--- config.mk ---
export PLATFORM = sky130hd
export DESIGN_NAME = bcd_seq_adder_flat
export DESIGN_NICKNAME = d
export VERILOG_FILES = /design/src/rtl/bcd_seq_adder_pkg.sv /design/src/rtl/bcd_seq_adder_if.sv /design/src/rtl/bcd_seq_adder_digit_add.sv /design/src/rtl/bcd_seq_adder.sv /design/src/flat_wrapper.sv
export SDC_FILE = /design/constraint.sdc
export NUM_CORES = 1
export LEC_CHECK = 0
export ABC_CLOCK_PERIOD_IN_PS = 4150
export BUFFER_PORTS_ARGS = -buffer_cell sky130_fd_sc_hd__buf_2
export CAP_MARGIN = 25
export CORE_MARGIN = 10
export CORE_UTILIZATION = 54
export DETAILED_ROUTE_END_ITERATION = 7
export GPL_ROUTABILITY_DRIVEN = 1
export PLACE_DENSITY_LB_ADDON = 0.12
export SYNTH_ARGS = -nofsm -noshare
export SYNTH_HDL_FRONTEND = slang
export SYNTH_SLANG_ARGS = --single-unit
--- constraint.sdc ---
create_clock -name clk -period 4.15 [get_ports clk]
set_input_delay 0.415 -clock clk [delete_from_list [all_inputs] [get_ports clk]]
set_output_delay 0.415 -clock clk [all_outputs]
set_load 0.01 [all_outputs]
--- src/rtl/bcd_seq_adder_pkg.sv ---
// Shared definitions for the sequential BCD adder: FSM state encoding and
// single-digit BCD constants.
package bcd_pkg;

  localparam int         DIGIT_W  = 4;
  localparam logic [4:0] BCD_MAX  = 5'd9;
  localparam logic [4:0] BCD_CORR = 5'd6;

  typedef enum logic [1:0] {
    S_IDLE = 2'd0,
    S_ADD  = 2'd1,
    S_DONE = 2'd2
  } state_e;

endpackage

--- src/rtl/bcd_seq_adder_if.sv ---
// Requester-side bundle for bcd_seq_adder: start/done handshake, operands
// and result. The master is the requester; the slave is the adder.
interface bcd_seq_adder_if #(parameter int DIGITS = 4);

  logic                  start;
  logic [4*DIGITS-1:0]   a;
  logic [4*DIGITS-1:0]   b;
  logic                  cin;
  logic                  busy;
  logic                  done;
  logic [4*DIGITS-1:0]   sum;
  logic                  cout;
  logic                  err;

  modport master (output start, a, b, cin,
                  input  busy, done, sum, cout, err);

  modport slave  (input  start, a, b, cin,
                  output busy, done, sum, cout, err);

endinterface

--- src/rtl/bcd_seq_adder_digit_add.sv ---
// Combinational single-digit BCD adder. Digits above 9 are not rejected
// here; they go through the same add-and-correct rule.
module bcd_digit_add
  import bcd_pkg::*;
(
  input  logic [DIGIT_W-1:0] a,
  input  logic [DIGIT_W-1:0] b,
  input  logic               cin,
  output logic [DIGIT_W-1:0] s,
  output logic               cout
);

  logic [DIGIT_W:0] t;
  logic [DIGIT_W:0] t_corr;

  // Binary sum, then +6 correction when the result leaves the decimal range
  always_comb begin
    t      = {1'b0, a} + {1'b0, b} + {{DIGIT_W{1'b0}}, cin};
    t_corr = t + BCD_CORR;
    if (t > BCD_MAX) begin
      s    = t_corr[DIGIT_W-1:0];
      cout = 1'b1;
    end else begin
      s    = t[DIGIT_W-1:0];
      cout = 1'b0;
    end
  end

endmodule

--- src/rtl/bcd_seq_adder.sv ---
// Sequential packed-BCD adder: one shared digit adder, LSD first, one digit
// per clock. Optional invalid-digit flag enabled by defining BCD_CHECK_EN.
//
// state  | meaning
// IDLE   | waiting for start; operands latched on accept
// ADD    | processing digit k, carry held between digits
// DONE   | one-cycle done pulse, results valid and held afterwards
module bcd_seq_adder
  import bcd_pkg::*;
#(
  parameter int DIGITS = 4
) (
  input  logic            clk,
  input  logic            reset,
  bcd_seq_adder_if.slave  bus
);

  localparam int            KW     = (DIGITS > 1) ? $clog2(DIGITS) : 1;
  localparam int            W      = 4 * DIGITS;
  localparam logic [KW-1:0] K_LAST = KW'(DIGITS - 1);

  state_e        state_q, state_d;
  logic [KW-1:0] k_q, k_d;
  logic          carry_q, carry_d;
  logic [W-1:0]  a_q, a_d;
  logic [W-1:0]  b_q, b_d;
  logic [W-1:0]  sum_q, sum_d;
  logic          cout_q, cout_d;
  logic          busy_q, busy_d;
  logic          done_q, done_d;

  logic [DIGIT_W-1:0] dig_a, dig_b, dig_s;
  logic               dig_c;
  logic               accept;

  assign dig_a  = a_q[DIGIT_W*int'(k_q) +: DIGIT_W];
  assign dig_b  = b_q[DIGIT_W*int'(k_q) +: DIGIT_W];
  assign accept = (state_q == S_IDLE) && bus.start;

  bcd_digit_add u_digit (
    .a    (dig_a),
    .b    (dig_b),
    .cin  (carry_q),
    .s    (dig_s),
    .cout (dig_c)
  );

  // Next-state and datapath update for the digit sequencer
  always_comb begin
    state_d = state_q;
    k_d     = k_q;
    carry_d = carry_q;
    a_d     = a_q;
    b_d     = b_q;
    sum_d   = sum_q;
    cout_d  = cout_q;
    busy_d  = busy_q;
    done_d  = 1'b0;
    unique case (state_q)
      S_IDLE: begin
        if (bus.start) begin
          a_d     = bus.a;
          b_d     = bus.b;
          carry_d = bus.cin;
          k_d     = '0;
          sum_d   = '0;
          cout_d  = 1'b0;
          busy_d  = 1'b1;
          state_d = S_ADD;
        end
      end
      S_ADD: begin
        sum_d[DIGIT_W*int'(k_q) +: DIGIT_W] = dig_s;
        carry_d = dig_c;
        if (k_q == K_LAST) begin
          cout_d  = dig_c;
          busy_d  = 1'b0;
          done_d  = 1'b1;
          k_d     = '0;
          state_d = S_DONE;
        end else begin
          k_d = k_q + 1'b1;
        end
      end
      S_DONE: begin
        state_d = S_IDLE;
      end
      default: begin
        state_d = S_IDLE;
      end
    endcase
  end

  // Sequencer registers; reset aborts any operation without a done pulse
  always_ff @(posedge clk or posedge reset) begin
    if (reset) begin
      state_q <= S_IDLE;
      k_q     <= '0;
      carry_q <= 1'b0;
      a_q     <= '0;
      b_q     <= '0;
      sum_q   <= '0;
      cout_q  <= 1'b0;
      busy_q  <= 1'b0;
      done_q  <= 1'b0;
    end else begin
      state_q <= state_d;
      k_q     <= k_d;
      carry_q <= carry_d;
      a_q     <= a_d;
      b_q     <= b_d;
      sum_q   <= sum_d;
      cout_q  <= cout_d;
      busy_q  <= busy_d;
      done_q  <= done_d;
    end
  end

`ifdef BCD_CHECK_EN
  logic err_q, err_d;

  // Sticky invalid-digit flag, cleared only when a new operation is accepted
  always_comb begin
    err_d = err_q;
    if (accept)
      err_d = 1'b0;
    else if ((state_q == S_ADD) && (({1'b0, dig_a} > BCD_MAX) || ({1'b0, dig_b} > BCD_MAX)))
      err_d = 1'b1;
  end

  // Error flag register
  always_ff @(posedge clk or posedge reset) begin
    if (reset) err_q <= 1'b0;
    else       err_q <= err_d;
  end

  assign bus.err = err_q;
`else
  logic unused_accept;
  assign unused_accept = accept;
  assign bus.err       = 1'b0;
`endif

  assign bus.busy = busy_q;
  assign bus.done = done_q;
  assign bus.sum  = sum_q;
  assign bus.cout = cout_q;

endmodule

--- src/flat_wrapper.sv ---
// flat-port wrapper written by rule: the top's interface ports become plain ports
module bcd_seq_adder_flat import bcd_pkg::*;
#(
  parameter int DIGITS = 4
)
  (clk, reset, bus_start, bus_a, bus_b, bus_cin, bus_busy, bus_done, bus_sum, bus_cout, bus_err);
  bcd_seq_adder_if #(.DIGITS(DIGITS)) bus_i ();
  input  logic clk;
  input  logic reset;
  input wire logic [$bits(bus_i.start)-1:0] bus_start;
  input wire logic [$bits(bus_i.a)-1:0] bus_a;
  input wire logic [$bits(bus_i.b)-1:0] bus_b;
  input wire logic [$bits(bus_i.cin)-1:0] bus_cin;
  output wire logic [$bits(bus_i.busy)-1:0] bus_busy;
  output wire logic [$bits(bus_i.done)-1:0] bus_done;
  output wire logic [$bits(bus_i.sum)-1:0] bus_sum;
  output wire logic [$bits(bus_i.cout)-1:0] bus_cout;
  output wire logic [$bits(bus_i.err)-1:0] bus_err;
  assign bus_i.start = bus_start;
  assign bus_i.a = bus_a;
  assign bus_i.b = bus_b;
  assign bus_i.cin = bus_cin;
  assign bus_busy = bus_i.busy;
  assign bus_done = bus_i.done;
  assign bus_sum = bus_i.sum;
  assign bus_cout = bus_i.cout;
  assign bus_err = bus_i.err;
  bcd_seq_adder #(.DIGITS(DIGITS)) u_core (.clk(clk), .reset(reset), .bus(bus_i));
endmodule
==> results of run 1 <==
[path summary, 6_finish.rpt]
kind	to	slack, ns	cells after the start
min in group clk	u_core.b_q[15]	0.33	2
worst min-delay path	u_core.a_q[0]	0.28	3
worst max-delay path	u_core.bus.sum[6]	0.28	10
worst max register to register	u_core.bus.sum[6]	0.28	10
worst min register to register	u_core.bus.sum[13]	0.48	2
max in group asynchronous	u_core.b_q[12]	3.41	3
[stage by stage]
| stage | std cells | util |
|---|---|---|
| floorplan | 214 | - |
| global placement | 329 | 0.632 |
| detailed placement | 329 | 0.632 |
| CTS | 337 | 0.652 |
| global route | 337 | 0.652 |
| finish | 337 | 0.652 |
[cell usage in the layout (no fill, tap or decap), types with 4 or more instances in the layout]
master	n
mux2_2	32
clkbuf_8	6
o31ai_1	5
buf_2	54
o21ai_0	9
nand2_1	24
o21ai_1	6
nand2b_1	4
dfrtp_1	56
inv_1	9
ha_1	8
a21o_1	8
mux4_2	8
[layout make-up]
class	count	area, sq um	area share
flip-flops and latches	56	1400	0.449
repair buffers	57	293	0.0939
clock buffers	7	86.3	0.0277
inverters	10	37.5	0.0120
clock inverters	1	7.51	0.00241
well taps	67	83.8	0.0269
multi-input cells	139	1210	0.388
[kinds of logic (layout without fill, tap and decap cells)]
family	after synthesis	after routing	synth area share
flip-flops	56	56	0.519
AND/OR/NAND/NOR	45	45	0.0881
AO/OA/AOI/OAI	42	42	0.103
multiplexers	40	40	0.200
buffers and inverters	19	75	0.0334
adder cells (fa/ha/maj)	10	10	0.0519
other	1	1	0.00139
XOR/XNOR	1	1	0.00324
[sequential cells by signal (all words and copies together), names as in the netlist]
name / flops
u_core.k_q: 2
u_core.b_q: 16
u_core.bus.done: 1
u_core.bus.cout: 1
u_core.bus.sum: 16
u_core.carry_q: 1
u_core.state_q: 2
u_core.bus.busy: 1
u_core.a_q: 16
[routing by layer]
metal | part of all wire | wire length [um] | up-vias | global-route usage
met4 | 0.010 | 58 | 0 | 0.0358
met1 | 0.43 | 2400 | 885 | 0.162
met5 | 0 | 0 | - | 0
met2 | 0.50 | 2780 | 37 | 0.233
li1 | - | - | 875 | -
met3 | 0.052 | 287 | 5 | 0.0432
[tightest hold or removal path: cells and delay by family]
family | cells | cell delay, ns
buffers and inverters | 3 | 0.67
==> results.toml, run 1 <==
[timing]
grt_setup_unrepaired = "no"
hold_viol = 0
post-route-min-period_ns = 3.87
fin_ws_ns = 0.277
fin_crit_sh = 0.933
setup_viol = 0
worst_pin_slew_ns = 0.921
clock-skew-final_ns = 0.00543
hold_ws_ns = 0.284
slew_headroom = 0.384
slew_viol_final = 0
setup_tns_ns = 0
clock.fmax_ghz = 0.258

[synth]
netlist_area_sq_um = 2700
synth_edf_count = 0
async_reset_ff_frac = 1.00
synth_cell_types = 43
synth.most_common_cell = "dfrtp_1"
synthTopCellsByArea = "dfrtp_1 52%, mux2_2 13%, mux4_2 6.7%, ha_1 3.7%, nand2_1 3.3%"
syn-num-nets = 260
syn_inst = 214
synthFlopType = "dfrtp_1"
yosys.area.top_type = "dfrtp_1"
ys_warn_count = 0
synth_seq_area_share = 0.519
ys_ff_latch = 56
yosys-top-cells-count = "56 x dfrtp_1, 32 x mux2_2, 24 x nand2_1"
syn_area_per_cell_sq_um = 12.6
synth_top_area_frac = 0.519

[floorplan]
core-area_sq_um = 4790
ios = 56
initial_core_util = 0.564
fp.dieArea_sq_um = 8230
die_height_um = 90.7
die_w_um = 90.7
core.rowCount = 25

[critical_path]
cpPeakStageDelay_ns = 0.57
regToRegStartpoint = "u_core.k_q[0]"
critical_path_class = "flop to flop"
critPathLaunch = "u_core.k_q[0]"
crit_chain = "mux4_2 -> fa_1 -> fa_1 -> xnor2_1 -> ha_1 -> nor2b_1 -> a2111oi_0 -> a211oi_1 -> a211oi_2 -> o21ai_1"
cp_top_family = "adder cells"
crit_arrival_ns = 4.06
startpoint_type = "flop"
path_buf_inv = 0
cp-end-kind = "flop"
cp_common_cell = "fa_1"
critPathSlowestCell = "mux4_2"
critPathRequiredTime_ns = 4.34
cp_max_fo = 6

[final_layout]
area_growth_pct = 15.5
final_layout_size_suffix_gt1_frac = 0.415
fin_nets = 315
fin_area_sq_um = 3120
num_antenna_cells = 0
n_fill_cell = 400

[cts]
post_cts_buffers = 0
clockBufferDepth = 2
cts_buffers = 5
cts_hold_buf = 0
clk_latency_ns = 0.31
clk_pin_slew_worst_paths_ns = 0.09
cts_tree = "built"
cts-htree-levels = 2
cts.sink_count = 56
ctsRootBufferMaster = "clkbuf_8"
post_cts_resized = 0

[global_route]
grt_antenna_before_repair = 0
grt_pass1_vias = 1986
grt_pass1_wl_mm = 9.47
grt-ovfl-total = 0
grt_max_degree = 57
globalRouteTotalUtil = 0.137

[status]
outcome = "finished, final reports clean"

[route]
drt_iter0_drc = 67
vias = 1802
drc = 0
wl_per_cell_um = 16.4
dr.pass1.iters = 4
via_per_inst = 5.35
postRouteAntennaNets = 0
drt-total-wl_mm = 5.53

[placement]
placed_area_sq_um = 3020
dp_slack_ns = 0.342
gp_congestion = 0.788
portBuffers = 54
dp_hpwl_mm = 4.23

[run]
cap_violations = 0

[worst_hold_path]
hp-class = "input pin to asynchronous set/reset pin"
Power of run 1 is left out: the tool's default activity adds up to more than one toggle a clock period on the data nets, which glitch-free logic cannot reach.
==> run 2, diff against run 1 <==
- PLACE_DENSITY: default -> 0.85
- PLACE_DENSITY_LB_ADDON: 0.12 -> default
==> results.toml, run 2 (synthesis results as in run 1) <==
[critical_path]
cp-end-kind = "flop"
startpoint_type = "flop"
cp_common_cell = "fa_1"
critPathSlowestCell = "mux4_2"
cp_max_fo = 6
critical_path_class = "flop to flop"
crit_chain = "mux4_2 -> fa_1 -> fa_1 -> xnor2_1 -> ha_1 -> nor2b_1 -> a2111oi_0 -> a211oi_1 -> a211oi_2 -> o21ai_1"
r2r_cells = 10
critPathRequiredTime_ns = 4.33
cpPeakStageDelay_ns = 0.57
crit_arrival_ns = 3.92

[final_layout]
final_cell_mix = "56 x dfrtp_1, 54 x buf_2, 32 x mux2_2"
area_growth_pct = 16.5
fin_nets = 315
final_common_cell = "dfrtp_1"
final_layout_size_suffix_gt1_frac = 0.419
num_antenna_cells = 0
fin_util = 0.657

[timing]
grt_setup_unrepaired = "no"
clock.fmax_ghz = 0.267
setup_tns_ns = 0
slew_headroom = 0.408
post-route-min-period_ns = 3.74
fin_crit_sh = 0.901
setup_viol = 0
slew_viol_final = 0
worst_pin_slew_ns = 0.886
hold_viol = 0
clock-skew-final_ns = 0.00950

[cts]
clockBufferDepth = 2
post_cts_resized = 0
ctsRootBufferMaster = "clkbuf_8"
post_cts_buffers = 0
clk_latency_ns = 0.31
cts-htree-levels = 2
cts_buffers = 5
cts_tree = "built"
clk_pin_slew_worst_paths_ns = 0.10
cts.sink_count = 56
cts_hold_buf = 0

[route]
drt_iter0_drc = 43
via_per_inst = 5.36
drc = 0
dr.pass1.iters = 4
drt-total-wl_mm = 5.54
postRouteAntennaNets = 0
vias = 1806
wl_per_cell_um = 16.4

[placement]
gp_congestion = 0.830
dp_hpwl_mm = 4.43
portBuffers = 54

[floorplan]
core-area_sq_um = 4790
ios = 56
fp.dieArea_sq_um = 8230
die_height_um = 90.7
core.rowCount = 25
initial_core_util = 0.564
die_w_um = 90.7

[run]
cap_violations = 0

[global_route]
grt_pass1_vias = 1975
grt_pass1_wl_mm = 9.59
grt_antenna_before_repair = 0
grt-ovfl-total = 0
grt_max_degree = 57
globalRouteTotalUtil = 0.142

[status]
outcome = "finished, final reports clean"

[worst_hold_path]
hp-class = "input pin to asynchronous set/reset pin"
run 2: changes by cell type in the layout (fill, tap and decap cells not counted), sizes merged:
cell	before	now
clkinv	0	1
clkinvlp	1	0
bufinv	0	1
clkbuf	7	6
run 2: worst paths after layout:
kind / slack [ns] / to / start
max: 0.41 / u_core.bus.sum[10] / u_core.k_q[0]
min: 0.28 / u_core.bus.sum[12] / reset
max reg2reg: 0.41 / u_core.bus.sum[10] / u_core.k_q[0]
min reg2reg: 0.48 / u_core.bus.sum[7] / u_core.bus.sum[7]
max in group asynchronous: 3.44 / u_core.b_q[1] / reset
min in group clk: 0.33 / u_core.a_q[3] / bus_a[3]
run 2: worst max-delay path, delay by kind of cell (launching register included):
kind                     cells  cell delay, ns
AO/OA/AOI/OAI                4            0.98
AND/OR/NAND/NOR              1            0.16
adder cells (fa/ha/maj)      3            1.18
flip-flops                   1            0.53
XOR/XNOR                     1            0.21
multiplexers                 1            0.57
run 2: per-stage QoR:
step / hold slack [ns] / cell area (sq um) / cells / worst slack, ns
2_1_floorplan: 0.475 / 2700 / 214 / 0.488
3_3_place_gp: 0.457 / 3020 / 329 / 0.552
3_5_place_dp: 0.466 / 3020 / 329 / 0.444
4_1_cts: 0.290 / 3150 / 337 / 0.435
5_1_grt: 0.310 / 3150 / 337 / 0.174
6_report: 0.279 / 3150 / 337 / 0.412
run 2: final cells by class:
class / count / area [sq um]
clock inverters: 2 / 38.8
multi-input cells: 139 / 1210
well taps: 67 / 83.8
inverters: 10 / 37.5
flip-flops and latches: 56 / 1400
clock buffers: 6 / 82.6
fillers: 374 / 1640
repair buffers: 57 / 293
run 2: routing by layer:
metal  GRT usage  wire length [um]
met1       0.179              2520
met2       0.227              2640
met3      0.0432               300
met4      0.0438                77
met5           0                 0
Power of run 2 is left out for the same reason.
